===== src/rtl/control_flow_unit.sv =====
// Branch/jump resolution and fetch-redirect control with a fixed-depth flush window.
// Define CFU_BRANCH_CMP_EN to enable the compare branches (bne, blt, bex).
//
// state     | meaning
// ----------+--------------------------------------------------------------
// IDLE      | accepting instructions at decode, stall low
// WAIT_OPND | jr accepted before rd_val was current; waiting for rd_ready
// FLUSH     | transfer issued; squashing FLUSH_DEPTH younger slots
module control_flow_unit #(
  parameter int PC_W        = 32,
  parameter int FLUSH_DEPTH = 2
) (
  input  logic            clock,
  input  logic            reset,
  input  logic            valid_in,
  input  logic [4:0]      opcode,
  input  logic [26:0]     target,
  input  logic [PC_W-1:0] pc_plus1,
  input  logic [31:0]     rd_val,
  input  logic [31:0]     rs_val,
  input  logic [31:0]     rstatus,
  input  logic            rd_ready,
  output logic            stall,
  output logic            redirect,
  output logic [PC_W-1:0] redirect_pc,
  output logic            flush,
  output logic            link_we,
  output logic [31:0]     link_data,
  output logic [15:0]     taken_count
);

  localparam logic [4:0] OP_J   = 5'b00001;
  localparam logic [4:0] OP_BNE = 5'b00010;
  localparam logic [4:0] OP_JAL = 5'b00011;
  localparam logic [4:0] OP_JR  = 5'b00100;
  localparam logic [4:0] OP_BLT = 5'b00110;
  localparam logic [4:0] OP_BEX = 5'b10110;

  localparam int CNT_W = 3;
  localparam logic [CNT_W-1:0] FLUSH_LAST = CNT_W'(FLUSH_DEPTH - 1);

  typedef enum logic [1:0] {
    ST_IDLE      = 2'd0,
    ST_WAIT_OPND = 2'd1,
    ST_FLUSH     = 2'd2
  } state_e;

  state_e            state_q, state_d;
  logic [CNT_W-1:0]  cnt_q, cnt_d;
  logic              redirect_q;
  logic [PC_W-1:0]   redirect_pc_q;
  logic              link_we_q;
  logic [31:0]       link_data_q;
  logic [15:0]       taken_q;

  logic              is_j, is_jal, is_jr, is_bne, is_blt, is_bex;
  logic [31:0]       tgt_abs32;
  logic [31:0]       imm32;
  logic [PC_W-1:0]   tgt_br;
  logic [31:0]       link_ext;
  logic              xfer_take;
  logic [PC_W-1:0]   xfer_pc;
  logic              accept;
  logic              jr_wait;
  logic              fire;
  logic [PC_W-1:0]   fire_pc;
  logic              link_fire;

  // Decode and target/condition evaluation for the instruction at decode.
  always_comb begin
    is_j      = (opcode == OP_J);
    is_jal    = (opcode == OP_JAL);
    is_jr     = (opcode == OP_JR);
`ifdef CFU_BRANCH_CMP_EN
    is_bne    = (opcode == OP_BNE);
    is_blt    = (opcode == OP_BLT);
    is_bex    = (opcode == OP_BEX);
`else
    is_bne    = 1'b0;
    is_blt    = 1'b0;
    is_bex    = 1'b0;
`endif
    tgt_abs32 = {5'b0, target};
    imm32     = {{15{target[16]}}, target[16:0]};
    tgt_br    = pc_plus1 + imm32[PC_W-1:0];
    link_ext  = '0;
    link_ext[PC_W-1:0] = pc_plus1;

    xfer_take = 1'b0;
    xfer_pc   = tgt_abs32[PC_W-1:0];
    if (is_j || is_jal) begin
      xfer_take = 1'b1;
    end else if (is_jr) begin
      xfer_take = rd_ready;
      xfer_pc   = rd_val[PC_W-1:0];
    end else if (is_bne) begin
      xfer_take = (rd_val != rs_val);
      xfer_pc   = tgt_br;
    end else if (is_blt) begin
      xfer_take = ($signed(rd_val) < $signed(rs_val));
      xfer_pc   = tgt_br;
    end else if (is_bex) begin
      xfer_take = (rstatus != 32'd0);
    end
  end

`ifndef CFU_BRANCH_CMP_EN
  logic unused_cmp_operands;
  assign unused_cmp_operands = ^{rs_val, rstatus};
`endif

  always_comb begin
    accept    = valid_in && (state_q == ST_IDLE);
    jr_wait   = accept && is_jr && !rd_ready;
    link_fire = accept && is_jal;
    fire      = 1'b0;
    fire_pc   = xfer_pc;
    if (state_q == ST_IDLE) begin
      fire = accept && xfer_take;
    end else if (state_q == ST_WAIT_OPND) begin
      fire    = rd_ready;
      fire_pc = rd_val[PC_W-1:0];
    end
  end

  always_ff @(posedge clock or posedge reset) begin
    if (reset) begin
      state_q <= ST_IDLE;
      cnt_q   <= '0;
    end else begin
      state_q <= state_d;
      cnt_q   <= cnt_d;
    end
  end

  always_comb begin
    state_d = state_q;
    cnt_d   = cnt_q;
    unique case (state_q)
      ST_IDLE: begin
        if (fire) begin
          state_d = ST_FLUSH;
          cnt_d   = FLUSH_LAST;
        end else if (jr_wait) begin
          state_d = ST_WAIT_OPND;
        end
      end
      ST_WAIT_OPND: begin
        if (fire) begin
          state_d = ST_FLUSH;
          cnt_d   = FLUSH_LAST;
        end
      end
      ST_FLUSH: begin
        if (cnt_q == '0) begin
          state_d = ST_IDLE;
        end else begin
          cnt_d = cnt_q - 1'b1;
        end
      end
      default: begin
        state_d = ST_IDLE;
        cnt_d   = '0;
      end
    endcase
  end

  always_comb begin
    stall       = (state_q != ST_IDLE);
    flush       = (state_q == ST_FLUSH);
    redirect    = redirect_q;
    redirect_pc = redirect_pc_q;
    link_we     = link_we_q;
    link_data   = link_data_q;
    taken_count = taken_q;
  end

  // Strobes last one cycle; their data registers hold between strobes.
  always_ff @(posedge clock or posedge reset) begin
    if (reset) begin
      redirect_q    <= 1'b0;
      redirect_pc_q <= '0;
      link_we_q     <= 1'b0;
      link_data_q   <= '0;
      taken_q       <= '0;
    end else begin
      redirect_q <= fire;
      link_we_q  <= link_fire;
      if (fire) begin
        redirect_pc_q <= fire_pc;
        taken_q       <= taken_q + 16'd1;
      end
      if (link_fire) begin
        link_data_q <= link_ext;
      end
    end
  end

endmodule

===== config.mk =====
export PLATFORM = sky130hd
export DESIGN_NAME = control_flow_unit
export DESIGN_NICKNAME = d
export VERILOG_FILES = /design/src/rtl/control_flow_unit.sv
export SDC_FILE = /design/constraint.sdc
export NUM_CORES = 1
export LEC_CHECK = 0
export ABC_AREA = 0
export ABC_CLOCK_PERIOD_IN_PS = 3700
export CAP_MARGIN = 5
export CORE_MARGIN = 2
export CORE_UTILIZATION = 36
export DETAILED_ROUTE_END_ITERATION = 12
export PLACE_DENSITY_LB_ADDON = 0.12
export SLEW_MARGIN = 20
export SYNTH_ARGS = -nofsm -noshare
export SYNTH_HDL_FRONTEND = slang
export SYNTH_SLANG_ARGS = --single-unit

===== constraint.sdc =====
create_clock -name clock -period 3.7 [get_ports clock]
set_clock_uncertainty 0.2 [all_clocks]
set_input_delay 0.74 -clock clock [delete_from_list [all_inputs] [get_ports clock]]
set_output_delay 0.74 -clock clock [all_outputs]
set_load 0.005 [all_outputs]

==> results of run 1 <==
sequential cells by signal (all words and copies together) (netlist names):
register     count
redirect         1
taken_count     16
redirect_pc     32
link_data       32
link_we          1
cnt_q            3
state_q          2
through the flow:
step	utilization [%]	hold slack [ns]	power, W	instance area, µm²	instances
4_1_cts	57.96	0.2817	0.003163	5957	642
2_1_floorplan	-	0.2610	0.001722	3780	317
3_3_place_gp	55.81	0.2508	0.002394	5736	626
3_5_place_dp	55.81	0.2615	0.002416	5736	626
5_1_grt	57.96	0.3125	0.003315	5957	642
6_report	57.96	0.2750	0.003115	5957	642
where the power goes:
part	internal [W]	switching, W
combinational	0.000669	0.000372
sequential	0.00119	0.000143
clock	0.000386	0.000350
total	0.00225	0.000865
how the worst min path moves through the flow:
stage	start	endpoint	slack (ns)
after floorplan	redirect_pc[27]	redirect_pc[27]	0.26
after global placement	redirect_pc[30]	redirect_pc[30]	0.25
after detailed placement	redirect_pc[27]	redirect_pc[27]	0.26
after CTS	redirect_pc[27]	redirect_pc[27]	0.28
after global routing	redirect_pc[29]	redirect_pc[29]	0.31
final	redirect_pc[27]	redirect_pc[27]	0.28
Yosys cell counts (2+ instances only):
| cell | number | area, µm² |
|---|---|---|
| ha_1 | 3 | 37.54 |
| mux2i_1 | 27 | 270.3 |
| dfrtp_1 | 87 | 2177 |
| and3_1 | 2 | 12.51 |
| mux2_2 | 33 | 371.6 |
| nor2b_1 | 3 | 18.77 |
| buf_6 | 3 | 33.78 |
| nor4_1 | 5 | 31.28 |
| a21o_1 | 2 | 15.01 |
| xnor2_1 | 5 | 43.79 |
| nor3_2 | 2 | 20.02 |
| nor2_1 | 7 | 26.28 |
| buf_2 | 7 | 35.03 |
| o21ai_0 | 28 | 140.1 |
| clkbuf_1 | 2 | 7.510 |
| inv_1 | 5 | 18.77 |
| a22o_1 | 2 | 17.52 |
| nand3_1 | 10 | 50.05 |
| nand4_1 | 7 | 43.79 |
| nand2_1 | 50 | 187.7 |
| buf_4 | 4 | 30.03 |
| xor2_1 | 10 | 87.58 |
tightest hold or removal path, cell delays in order, from the launching register on:
cell and delay, ns:
dfrtp_1 0.35, nand2_1 0.05, nand2_1 0.05
metal layers:
| metal | global-route usage (%) | vias up | part of all wire [%] |
|---|---|---|---|
| li1 | - | 1460 | - |
| met1 | 20.22 | 1368 | 44 |
| met2 | 26.60 | 125 | 46 |
| met3 | 5.028 | 14 | 8.5 |
| met4 | 6.494 | 0 | 2.1 |
| met5 | 0 | - | 0 |
logic make-up after synthesis:
kind of cell	share of synthesized area, %
compound gates	5.428
mux	16.98
simple gates	12.12
xor+xnor	3.476
flops	57.60
fa+ha+maj	0.9932
buf+inv	3.409
final cells by class:
class / count / area, µm² / area share (%)
clock buffer: 10 / 127.6 / 2.142
multi-input combinational: 208 / 1475 / 24.76
sequential: 87 / 2177 / 36.55
clock inverter: 6 / 93.84 / 1.575
tap: 136 / 170.2 / 2.857
timing repair buffer: 189 / 1889 / 31.72
inverter: 6 / 23.77 / 0.3991
==> flow_summary.ini, run 1 <==
[clock_tree]
cts_hold_buf = 0
cts_max_level = 3
cts_made_buffers = 9
clock_sinks = 87
clockBufferDepth = 2
post_cts_buffers = 0
root_buffer = clkbuf_8
path_clk_slew_ns = 0.09
clk_latency_ns = 0.35
cts_resized = 0
cts_tree = yes

[yosys]
ys_ff_latch = 87
yosys_warnings = 0
synth_ff_type = dfrtp_1
syn_area_um2 = 3780
synth_nets = 484
yosys.cell_types.count = 35
syn_avg_cell_area_um2 = 11.92
yosysSeqAreaShare_pct = 57.60
async_flop_share_pct = 100.0
syn-instance-count = 317
synth_edf_count = 0

[final_layout]
finish.net_count = 668
diodes = 0
drive_gt1_share_pct = 12.45
syn2layout_area_growth_pct = 57.60
mostFrequentLayoutCells = clkdlybuf4s50_1 (183), dfrtp_1 (87), nand2_1 (50)
fillers = 927
final_common_cell = clkdlybuf4s50_1

[placement]
dpl.hpwl_um = 6884
preCtsSetupSlack_ns = 0.7875
portBuffers = 183
place_congestion = 0.7755

[setup_path]
crit_start = state_q[1]
cp_data_arrival_time_ns = 1.66
critPathSlowestCell = clkdlybuf4s50_1
crit_chain = nor2b_1 > clkdlybuf4s50_1
crit_type = register to primary output
path_buf_inv = 1
startpoint_type = register
reg2reg_from = state_q[0]
cp-endpoint = flush
r2r_setup_slack_ns = 1.65
slowest_delay_ns = 0.56
crit_fanout = 6
reg2regPathDepth = 6
endpoint_kind = primary output
cp.depth = 2
required_ns = 2.76
cpLargestDelayFamily = buffers and inverters
r2r_end = taken_count[11]

[grt]
overflow = 0
grt_pass1_vias = 2977
grt_max_degree = 54
grt_util_all_layers_pct = 16.31
grt_first_pass_wirelength_um = 14510
antenna_found_initial = 0

[timing]
setup_tns_ns = 0
fmax_mhz = 384.2
final.period_utilization_pct = 70.34
rsz0062_at_grt = false
max-slew-margin-rel_pct = 57.95
finalWorstSetupSlack_ns = 1.098
worst_pin_slew_ns = 0.6300
slew_violations = 0
hold_violations = 0
period_needed_ns = 2.602
setup_violations = 0

[drt]
drt-vias-per-instance = 4.621
vias = 2967
ant_nets = 0
wl_per_cell_um = 14.36
drt-initial-drc-count = 107
drcViolationCount = 0
drt-total-wl_um = 9221
first_pass_iters = 4

[outcome]
status = finished clean

[die]
core_um2 = 10280
io_pins = 248
rows = 37
die_h_um = 106.5
die_width_um = 106.5
initial_utilization_pct = 36.78
die-area_um2 = 11330

[pwr]
peakVddDrop_uv = 286.1
power_density_nw_per_um2 = 522.9
leakagePower_nw = 2.614

[flow_run]
drv_cap = 0

[worst_hold_path]
hold_path_depth = 2
hp-class = register to register
Power figures use the tool's default switching activity.
==> run 2, diff against run 1 <==
Settings changed: ABC_CLOCK_PERIOD_IN_PS 3700 to 2700.
Clock period 3.7 ns to 2.7 ns, I/O delays scaled along.
==> run 2 against run 1 <==
Setup slack got worse by 0.85 ns. Critical path depth did not move. Via count rose by 2.7%. Flip-flop and latch count did not move. Sequential power rose by 37%. Final area did not move. Largest power group unchanged.
==> flow_summary.ini, run 2 (synthesis gave the netlist of run 1 again) <==
[outcome]
status = finished clean

[grt]
grt_max_degree = 88
grt_util_all_layers_pct = 16.77
grt_pass1_vias = 2920
antenna_found_initial = 0
grt_first_pass_wirelength_um = 14820
overflow = 0

[clock_tree]
cts_resized = 0
root_buffer = clkbuf_8
clk_latency_ns = 0.36
cts_max_level = 3
clock_sinks = 87
cts_made_buffers = 9
post_cts_buffers = 0
cts_hold_buf = 0
path_clk_slew_ns = 0.09
clockBufferDepth = 2
cts_tree = yes

[die]
core_um2 = 10280
die_width_um = 106.5
io_pins = 248
initial_utilization_pct = 36.78
die_h_um = 106.5
die-area_um2 = 11330
rows = 37

[timing]
max-slew-margin-rel_pct = 69.56
fmax_mhz = 407.0
final.period_utilization_pct = 90.99
worst_pin_slew_ns = 0.4566
period_needed_ns = 2.457
setup_tns_ns = 0
setup_violations = 0
hold_violations = 0
slew_violations = 0
rsz0062_at_grt = false

[flow_run]
drv_cap = 0

[drt]
vias = 3046
drt-total-wl_um = 9475
drt-initial-drc-count = 112
drt-vias-per-instance = 4.752
first_pass_iters = 4
ant_nets = 0
drcViolationCount = 0
wl_per_cell_um = 14.78

[placement]
dpl.hpwl_um = 6859
portBuffers = 183
place_congestion = 0.7686

[final_layout]
mostFrequentLayoutCells = clkdlybuf4s50_1 (183), dfrtp_1 (87), nand2_1 (50)
multi_input_area_um2 = 1474
regArea_um2 = 2177
final_util_pct = 57.96
diodes = 0
syn2layout_area_growth_pct = 57.60
final_common_cell = clkdlybuf4s50_1
fillers = 919
finish.net_count = 667
drive_gt1_share_pct = 11.88

[pwr]
leakagePower_nw = 2.616
power_density_nw_per_um2 = 701.7
peakVddDrop_uv = 348.9

[setup_path]
crit_fanout = 6
crit_type = register to primary output
endpoint_kind = primary output
startpoint_type = register
reg2reg_from = state_q[1]
reg2regPathDepth = 6
cp_data_arrival_time_ns = 1.72
r2r_setup_slack_ns = 0.73
r2r_end = taken_count[7]
cp-endpoint = flush
crit_start = state_q[1]
required_ns = 1.96

[worst_hold_path]
hp-class = register to register
==> run 2: worst min path at each step <==
stage,from,to,cells past startpoint
floorplan,redirect_pc[27],redirect_pc[27],2
global placement,redirect_pc[29],redirect_pc[29],2
detailed placement,redirect_pc[27],redirect_pc[27],2
CTS,redirect_pc[27],redirect_pc[27],2
global route,redirect_pc[10],redirect_pc[10],2
finish,redirect_pc[27],redirect_pc[27],2
==> run 2: worst max-delay path, stage by stage, from the launching register on <==
cell and delay (ns):
dfrtp_1 0.44, nor2b_1 0.32, clkdlybuf4s50_1 0.60
==> run 2: routing by layer <==
| metal | GRT usage [%] | vias to the layer above | share of wire [%] |
|---|---|---|---|
| li1 | - | 1461 | - |
| met1 | 21.92 | 1437 | 42 |
| met2 | 25.60 | 136 | 47 |
| met3 | 5.947 | 12 | 9.7 |
| met4 | 6.401 | 0 | 1.3 |
| met5 | 0 | - | 0 |
==> run 2: report_power, final <==
part	total, W	switching [W]	leakage, nW	internal [W]
clock	0.000906	0.000456	0.100	0.000450
combinational	0.00144	0.000514	1.39	0.000925
sequential	0.00184	0.000198	1.13	0.00164
total	0.00418	0.00117	2.62	0.00301
==> run 2: area by class of cell <==
class,count,area share (%)
clock buffer,12,2.436
clock inverter,4,0.7561
inverter,6,0.4411
multi-input combinational,208,24.74
sequential,87,36.55
tap,136,2.857
timing repair buffer,188,32.22
==> run 2: stage by stage <==
step | setup WS [ns] | instance area, µm² | power [W] | hold WS (ns) | instances
6_report | 0.2433 | 5957 | 0.004180 | 0.2747 | 641
3_5_place_dp | 0.09777 | 5767 | 0.003326 | 0.2568 | 625
3_3_place_gp | 0.1430 | 5767 | 0.003286 | 0.2530 | 625
4_1_cts | 0.2220 | 5957 | 0.004245 | 0.2763 | 641
2_1_floorplan | 0.8139 | 3784 | 0.002360 | 0.2610 | 317
5_1_grt | 0.09053 | 5957 | 0.004469 | 0.3111 | 641
==> run 3, diff against run 2 <==
Settings changed: CORE_ASPECT_RATIO set to 2, SETUP_SLACK_MARGIN set to 0.02.
==> run 3 against run 2 <==
Final area rose by 2.7%. Largest cell class unchanged. Combinational power barely moved. Sequential power barely moved. Global-route usage fell by 0.27 points. Non-clock buffer count rose by 5. Die area rose by 0.44%. Count of clock-buffer cells in the layout fell by 1. First-iteration DRC count rose by 4.5%. Core utilization rose by 1.2 points. Critical path type unchanged. Critical path depth did not move.
==> flow_summary.ini, run 3 (synthesis gave the netlist of run 1 again) <==
[grt]
overflow = 0
grt_pass1_vias = 3012
antenna_found_initial = 0
grt_first_pass_wirelength_um = 14920
grt_util_all_layers_pct = 16.50
grt_max_degree = 57

[setup_path]
cp_data_arrival_time_ns = 1.65
crit_start = state_q[1]
startpoint_type = register
endpoint_kind = primary output
crit_type = register to primary output
required_ns = 1.96
crit_fanout = 6
reg2reg_from = state_q[1]

[pwr]
combPwrFrac_pct = 31.3
peakVddDrop_uv = 346.9
p_total_w = 0.004576
swShare_pct = 25.65
leakagePower_nw = 2.695
clkPwrFrac_pct = 28.4
seq_power_share_pct = 40.2
internal_power_w = 0.003402
power_density_nw_per_um2 = 747.9
switching_power_w = 0.001174

[clock_tree]
clockBufferDepth = 2
root_buffer = clkbuf_16
post_cts_buffers = 0
cts_made_buffers = 9
cts_max_level = 3
cts_hold_buf = 0
clk_latency_ns = 0.33
cts_tree = yes
clock_sinks = 87
path_clk_slew_ns = 0.06
cts_resized = 0

[final_layout]
final_util_pct = 59.14
final_common_cell = clkdlybuf4s50_1
diodes = 0
finish.net_count = 672
fillers = 926
fin_cells = 646
drive_gt1_share_pct = 12.77
mostFrequentLayoutCells = clkdlybuf4s50_1 (183), dfrtp_1 (87), nand2_1 (50)
syn2layout_area_growth_pct = 61.87

[timing]
setup_violations = 0
hold_slack_ns = 0.2638
slew_violations = 0
period_needed_ns = 2.390
max-slew-margin-rel_pct = 73.63
hold_violations = 0
final.period_utilization_pct = 88.53
setup_tns_ns = 0
rsz0062_at_grt = false
worst_pin_slew_ns = 0.3956
fmax_mhz = 418.3

[drt]
first_pass_iters = 4
wl_per_cell_um = 13.84
drt-vias-per-instance = 4.636
drt-initial-drc-count = 117
drt-total-wl_um = 8942
vias = 2995
ant_nets = 0
drcViolationCount = 0

[outcome]
status = finished clean

[worst_hold_path]
min-delay-start = redirect_pc[27]
hp-class = register to register

[flow_run]
drv_cap = 0

[die]
initial_utilization_pct = 36.54
core_um2 = 10340
io_pins = 248
die_width_um = 76.46
rows = 53
die-area_um2 = 11380
die_h_um = 148.9

[placement]
dpl.hpwl_um = 6629
portBuffers = 183
place_congestion = 0.7256
place_inst = 631
run 3: changes by cell type in the layout (fill, tap and decap cells not counted):
cell / change
clkbuf_1: -1
bufinv_16: +1
clkbuf_16: +9
clkinv_2: -1
buf_4: +5
clkbuf_8: -9
run 3: power groups by stage:
stage	logic, W	clock network (W)	registers [W]
6_report	0.00143	0.00130	0.00184
5_1_grt	0.00159	0.00140	0.00189
4_1_cts	0.00146	0.00135	0.00185
3_5_place_dp	0.00145	0	0.00186
3_3_place_gp	0.00145	0	0.00185
2_1_floorplan	0.000483	0	0.00188
run 3: cell type report:
type	instances	area (µm²)	area share, %
Sequential cell	87	2177	35.58
Timing Repair Buffer	193	1957	31.98
Multi-Input combinational cell	208	1474	24.09
Clock buffer	11	242.7	3.967
Tap cell	137	171.4	2.802
Clock inverter	4	70.07	1.145
Inverter	6	26.28	0.4294
run 3: through the flow:
step / cell area (µm²) / setup slack (ns)
after floorplan: 3784 / 0.8139
after global placement: 5806 / 0.1426
after detailed placement: 5806 / 0.1204
after CTS: 6118 / 0.2673
after global routing: 6118 / 0.2205
final: 6118 / 0.3097
run 3: path summary, 6_finish.rpt:
kind / end / slack, ns / depth (start not counted)
worst min-delay path: redirect_pc[27] / 0.26 / 2
max in group asynchronous: redirect_pc[6] / 1.51 / 3
worst min register to register: redirect_pc[27] / 0.26 / 2
worst max register to register: taken_count[15] / 0.75 / 6
worst max-delay path: flush / 0.31 / 2
min in group asynchronous: link_data[29] / 0.45 / 3
run 3: layer usage:
layer | share of wire (%) | routed length (µm) | GRT usage, % | vias up
li1 | - | - | - | 1466
met3 | 11 | 1018 | 8.232 | 11
met5 | 0 | 0 | 0 | -
met1 | 40 | 3563 | 20.46 | 1380
met4 | 1.9 | 167 | 6.909 | 0
met2 | 47 | 4193 | 24.38 | 138
run 3: critical path: stages, from the launching register on:
cell and delay, ns:
dfrtp_1 0.42, nor2b_1 0.33, clkdlybuf4s50_1 0.58
